===== config.mk =====
export PLATFORM = sky130hd
export DESIGN_NAME = instr_fetch
export DESIGN_NICKNAME = d
export VERILOG_FILES = /design/src/rtl/mips_pkg.sv /design/src/rtl/fetch_fifo.sv /design/src/rtl/instr_fetch.sv
export SDC_FILE = /design/constraint.sdc
export NUM_CORES = 1
export LEC_CHECK = 0
export CORE_MARGIN = 10
export CORE_UTILIZATION = 30
export CTS_CLUSTER_DIAMETER = 30
export DETAILED_ROUTE_END_ITERATION = 7
export GPL_TIMING_DRIVEN = 0
export PLACE_DENSITY = 0.67
export RECOVER_POWER = 50
export SLEW_MARGIN = 20
export SYNTH_ARGS = -nofsm -noshare
export SYNTH_HDL_FRONTEND = slang
export SYNTH_SLANG_ARGS = --single-unit

===== constraint.sdc =====
create_clock -name clk -period 2.62 [get_ports clk]
set_clock_uncertainty 0.05 [all_clocks]
set_input_delay 0.262 -clock clk [delete_from_list [all_inputs] [get_ports clk]]
set_output_delay 0.262 -clock clk [all_outputs]
set_load 0.01 [all_outputs]

===== src/rtl/mips_pkg.sv =====
// Shared MIPS front-end definitions: opcodes, fetch FSM states, reset PC,
// prefetch FIFO geometry and an address alignment helper.
package mips_pkg;

  localparam logic [5:0] OP_RTYPE = 6'b000000;
  localparam logic [5:0] OP_LW    = 6'b100011;
  localparam logic [5:0] OP_SW    = 6'b101011;
  localparam logic [5:0] OP_BEQ   = 6'b000100;
  localparam logic [5:0] OP_JALPC = 6'b011111;

  localparam logic [31:0] DEFAULT_RESET_PC = 32'h0000_0000;

  // Prefetch FIFO entry is {pc, instr}
  localparam int FETCH_FIFO_DEPTH = 2;
  localparam int FETCH_ENTRY_W    = 64;

  typedef enum logic [1:0] {
    S_FETCH = 2'd0,
    S_WAIT  = 2'd1,
    S_HOLD  = 2'd2,
    S_DRAIN = 2'd3
  } fetch_state_e;

  // Fetch addresses are always word aligned; low two bits are dropped.
  function automatic logic [31:0] word_align(input logic [31:0] a);
    return {a[31:2], 2'b00};
  endfunction

endpackage


===== src/rtl/fetch_fifo.sv =====
// Two-entry {pc, instr} buffer between instruction memory and decode.
// Only built when INSTR_FETCH_PREFETCH_EN is defined; in the default build
// this file is intentionally empty so no unused module is elaborated.
`ifdef INSTR_FETCH_PREFETCH_EN
module fetch_fifo
  import mips_pkg::*;
(
  input  logic                     clk,
  input  logic                     reset,
  input  logic                     flush_i,
  input  logic                     push_i,
  input  logic [FETCH_ENTRY_W-1:0] push_data_i,
  input  logic                     pop_i,
  output logic [FETCH_ENTRY_W-1:0] rdata_o,
  output logic                     empty_o,
  output logic [1:0]               count_o
);

  logic [FETCH_ENTRY_W-1:0] mem_q [FETCH_FIFO_DEPTH];
  logic                     wr_q, rd_q;
  logic [1:0]               cnt_q;
  logic                     push_ok, pop_ok;

  assign push_ok = push_i & (cnt_q != 2'd2);
  assign pop_ok  = pop_i  & (cnt_q != 2'd0);

  // Storage and pointers; flush drops contents but leaves stale data, which
  // is harmless because empty_o masks it.
  always_ff @(posedge clk) begin
    if (reset) begin
      for (int i = 0; i < FETCH_FIFO_DEPTH; i++) mem_q[i] <= '0;
      wr_q  <= 1'b0;
      rd_q  <= 1'b0;
      cnt_q <= 2'd0;
    end else if (flush_i) begin
      wr_q  <= 1'b0;
      rd_q  <= 1'b0;
      cnt_q <= 2'd0;
    end else begin
      if (push_ok) begin
        mem_q[wr_q] <= push_data_i;
        wr_q        <= ~wr_q;
      end
      if (pop_ok) rd_q <= ~rd_q;
      cnt_q <= cnt_q + 2'(push_ok) - 2'(pop_ok);
    end
  end

  assign rdata_o = mem_q[rd_q];
  assign empty_o = (cnt_q == 2'd0);
  assign count_o = cnt_q;

endmodule
`endif


===== src/rtl/instr_fetch.sv =====
// Instruction fetch unit: one outstanding memory read, redirect from
// beq/jalpc, presents {instr, opcode, pc_out} to decode with valid/ready.
// Define INSTR_FETCH_PREFETCH_EN to insert a 2-entry prefetch FIFO; the
// default build uses a single holding register (FETCH/WAIT/HOLD loop).
module instr_fetch
  import mips_pkg::*;
#(
  parameter logic [31:0] RESET_PC = DEFAULT_RESET_PC
) (
  input  logic        clk,
  input  logic        reset,
  output logic        imem_req,
  output logic [31:0] imem_addr,
  input  logic        imem_valid,
  input  logic [31:0] imem_rdata,
  output logic [31:0] instr,
  output logic [5:0]  opcode,
  output logic [31:0] pc_out,
  output logic        instr_valid,
  input  logic        instr_ready,
  input  logic        redirect,
  input  logic [31:0] redirect_pc
);

  fetch_state_e state_q;
  logic [31:0]  pc_q;
  logic         has_space;
  logic         xfer;
  logic         rsp_take;

  assign xfer     = instr_valid & instr_ready;
  // A response that coincides with a redirect belongs to the old stream.
  assign rsp_take = (state_q == S_WAIT) & imem_valid & ~redirect;

  // Request is suppressed during a redirect so no stale-address read leaves.
  assign imem_req  = (state_q == S_FETCH) & ~reset & ~redirect & has_space;
  assign imem_addr = pc_q;
  assign opcode    = instr[31:26];

  // Fetch sequencing and PC; redirect overrides everything except reset.
  always_ff @(posedge clk) begin
    if (reset) begin
      state_q <= S_FETCH;
      pc_q    <= word_align(RESET_PC);
    end else if (redirect) begin
      pc_q <= word_align(redirect_pc);
      // With a read still in flight, its response must be swallowed first.
      if ((state_q == S_WAIT || state_q == S_DRAIN) && !imem_valid)
        state_q <= S_DRAIN;
      else
        state_q <= S_FETCH;
    end else begin
      case (state_q)
        S_FETCH: if (has_space) state_q <= S_WAIT;
        S_WAIT: if (imem_valid) begin
          pc_q <= pc_q + 32'd4;
`ifdef INSTR_FETCH_PREFETCH_EN
          state_q <= S_FETCH;
`else
          state_q <= S_HOLD;
`endif
        end
        S_HOLD:  if (xfer) state_q <= S_FETCH;
        S_DRAIN: if (imem_valid) state_q <= S_FETCH;
        default: state_q <= S_FETCH;
      endcase
    end
  end

`ifdef INSTR_FETCH_PREFETCH_EN
  logic [1:0]               fifo_cnt;
  logic                     fifo_empty;
  logic [FETCH_ENTRY_W-1:0] fifo_head;

  // In FETCH nothing is outstanding, so occupancy alone decides.
  assign has_space = (fifo_cnt < 2'd2);

  fetch_fifo u_fifo (
    .clk         (clk),
    .reset       (reset),
    .flush_i     (redirect),
    .push_i      (rsp_take),
    .push_data_i ({pc_q, imem_rdata}),
    .pop_i       (xfer),
    .rdata_o     (fifo_head),
    .empty_o     (fifo_empty),
    .count_o     (fifo_cnt)
  );

  assign instr       = fifo_head[31:0];
  assign pc_out      = fifo_head[63:32];
  assign instr_valid = ~fifo_empty;
`else
  logic [31:0] instr_q, pc_out_q;
  logic        valid_q;

  assign has_space = 1'b1;

  // Holding register: load on response, drop valid on transfer or redirect.
  always_ff @(posedge clk) begin
    if (reset) begin
      instr_q  <= '0;
      pc_out_q <= '0;
      valid_q  <= 1'b0;
    end else if (redirect) begin
      valid_q <= 1'b0;
    end else if (rsp_take) begin
      instr_q  <= imem_rdata;
      pc_out_q <= pc_q;
      valid_q  <= 1'b1;
    end else if (xfer) begin
      valid_q <= 1'b0;
    end
  end

  assign instr       = instr_q;
  assign pc_out      = pc_out_q;
  assign instr_valid = valid_q;
`endif

endmodule


==> out/qor.log <==
[outcome] run status completed
[sta] number of hold violations in the final report 0
[critical_path] launch point of the critical path redirect
[cts] Clock Pin Slew Worst Setup and Hold Paths 0.06 ns
[floorplanning] starting density of the core 30.30%
[critical_path] end of the worst register-to-register path imem_addr[22]$_SDFFE_PP0P_
[critical_path] Worst Path Arrival 2.20 ns
[synth] count of distinct cell types in the synthesized netlist 44
[power_and_ir_drop] power per cell area 508.3 nW/um2
[cells_and_area] final antenna diode count 0
[sta] hold slack final 0.4005 ns
[global_routing] global-route wire length before repair 23.94 mm
[floorplanning] area of the placeable core 13770 um2
[cts] CTS Root Cell clkbuf_16
[drt] Initial DRC Count 232
[synth] FFs w/ async S/R, synth 0%
[global_routing] total track usage 16.03%
[sta] Max Freq 397.7 MHz
[cells_and_area] Layout Area Growth over Synthesis 52.11%
[cells_and_area] count of placed standard cells in the final layout, fillers left out 898
[cells_and_area] Layout Nets 783
[cts] number of gates resized after cts 0
[synth] mean area per synthesized cell 7.814 um2
[global_routing] overflow left after global routing 0
[synth] netlist area before placement 4173 um2
[placed_design] final estimated routing congestion in global placement 0.8447
[critical_path] maximum net fanout on the critical path 10
[cells_and_area] fill cell count 1397
[cts] htree depth 3
[global_routing] antenna violations before repair 0
[drt] number of remaining DRC errors 0
[global_routing] largest net degree at the start of global routing 15
[sta] setup repair after global routing missed its margin false
[floorplanning] number of I/O pins 173
[floorplanning] Horiz. Die Dim 137.9 um
[placed_design] DP Cell Count 882
[floorplanning] floorplan die height 137.9 um
[critical_path] launching element type of the critical path input pin
[critical_path] worst r2r src imem_addr[3]$_SDFFE_PP0P_
[critical_path] CP endpoint kind output port
[placed_design] HPWL after DPL 11.98 mm
[placed_design] cell area after placement 6061 um2
[drt] vias 4508
[cells_and_area] layout cells sized above 1 4.735%
[synth] number of synthesized flops with an enable pin 0
[drt] mean routed wirelength per cell 17.43 um
[synth] cell count after synthesis 534
[synth] total of warnings raised by yosys 0
[cells_and_area] most common library cell in the layout ignoring fill and taps nand2_1
[cells_and_area] final standard cell area without fillers 6347 um2
[drt] detail-routed via count per cell 5.020
[synth] flip-flop and latch count after synthesis 95
[drt] final antenna-violating net count 0
[cts] clock insertion delay at the later pin of the skew report 0.35 ns
[critical_path] logic depth of the worst register-to-register path 6
[sta] final clock period utilization by the worst path 95.97%
[cts] CTS hold repair buffers 0
[power_and_ir_drop] maximum resistive drop on vdd 0.2682 mV
[hold_path] launch instance of the worst min-delay path pc_out[21]$_SDFFE_PP0P_
[critical_path] R2R setup slack 0.25 ns
[placed_design] number of port buffers 165
[cells_and_area] Layout Utilization 46.08%
[floorplanning] num rows 43
[sta] Slew HR 46.05%
[global_routing] via count of the first global-routing pass 4472
[sta] final total negative setup slack 0 ns
[sta] slew at the pin closest to its max-slew limit 0.8063 ns
[cts] Inserted Clock Buffers 9
[cts] CTS tree yes
[synth] sequential fraction of the synthesis area 45.58%
[synth] dominant register cell in the synthesized netlist dfxtp_1
[sta] total setup violations reported at the end of the flow 0
[critical_path] Critical Path End imem_req
[floorplanning] full die area 19030 um2
[drt] Post-Route WL 15.65 mm
[critical_path] critical path data required time 2.31 ns
[job] maximum capacitance violations 0
[critical_path] critical path type in -> out
[cts] number of sinks driven by the clock tree 95
[cells_and_area] highest-count cells in the layout ignoring fill and taps 143 x nand2_1, 95 x dfxtp_1, 95 x dlygate4sd3_1
[cts] number of buffers on the longest clock path 2
[cts] number of setup buffers added after CTS 0
[drt] iteration count of the initial detailed-routing pass 5
[sta] time the worst path needs with I/O delays and setup 2.514 ns
[hold_path] Hold Path Class reg -> reg
[sta] Final Max Slew Viols 0
[power_and_ir_drop] Pleak 2.427 nW
## synthesized netlist by cell type (4+ instances only)
library cell | n | area, um2
a2111oi_0 | 8 | 70.07
nor2_1 | 23 | 86.33
clkbuf_1 | 33 | 123.9
inv_1 | 16 | 60.06
nor3_1 | 6 | 30.03
buf_4 | 10 | 75.07
dfxtp_1 | 95 | 1902
o21ai_0 | 7 | 35.03
a21oi_1 | 72 | 360.4
a211oi_1 | 15 | 112.6
o31ai_1 | 5 | 37.54
and4_1 | 11 | 96.34
nand3_1 | 9 | 45.04
nand4_1 | 7 | 43.79
or4_1 | 7 | 52.55
nand2_1 | 143 | 536.8
xnor2_1 | 5 | 43.79
and3_1 | 4 | 25.02
nor4_1 | 13 | 81.33
a311oi_1 | 7 | 61.31
## critical path: stages
cell	delay (ns)
clkdlybuf4s50_1	0.54
clkbuf_2	0.27
or3_1	0.41
nor2_1	0.15
clkdlybuf4s50_1	0.57
## registers in the layout, indices dropped and copies added, names as in the netlist
| register | count |
|---|---|
| pc_out | 30 |
| state_q | 2 |
| imem_addr | 30 |
| instr_valid | 1 |
| instr | 32 |
## per-layer routing
layer / global-route usage, % / vias up / part of all wire, %
met2: 26.75 / 162 / 48
met1: 19.11 / 2127 / 42
met5: 0 / - / 0
met3: 4.601 / 14 / 9.0
met4: 5.968 / 0 / 1.4
li1: - / 2205 / -
## worst min-delay path by stage
stage,end,cells past startpoint
after detailed placement,instr[10]$_SDFFE_PP0P_,2
after global routing,instr[28]$_SDFFE_PP0P_,3
after floorplan,instr[0]$_SDFFE_PP0P_,2
after global placement,instr[7]$_SDFFE_PP0P_,2
after CTS,instr[0]$_SDFFE_PP0P_,3
final,pc_out[21]$_SDFFE_PP0P_,2
## metrics by stage
| step | total power [mW] | worst slack (ns) |
|---|---|---|
| finish | 3.226 | 0.1055 |
| global route | 3.376 | 0.02523 |
| global placement | 2.029 | -0.06061 |
| detailed placement | 2.037 | -0.1065 |
| floorplan | 1.755 | 0.4621 |
| CTS | 3.294 | 0.06325 |
## power breakdown
part           internal, mW  switching (mW)  total [mW]
Clock                 0.697           0.544        1.24
Sequential             1.50          0.0712        1.57
Combinational         0.221           0.198       0.419
Total                  2.41           0.813        3.23
## final cells by class
type	count	area (um2)	share of cell area, %
clock inverters	2	15.01	0.2365
clock buffers	14	264.0	4.159
inverters	16	60.06	0.9462
multi-input cells	377	1996	31.44
flip-flops and latches	95	1902	29.96
repair buffers	165	1652	26.02
plain buffers	49	234.0	3.686
well taps	180	225.2	3.548
## logic make-up after synthesis
kind of cell    share of synthesized area (%)
simple gates                            27.29
compound gates                          17.78
flops                                   45.58
buf+inv                                 7.016
xor+xnor                                1.679
fa+ha+maj                              0.2998
other cells                           0.08987
mux                                    0.2698
No activity file was read; power rests on OpenSTA's default activity.
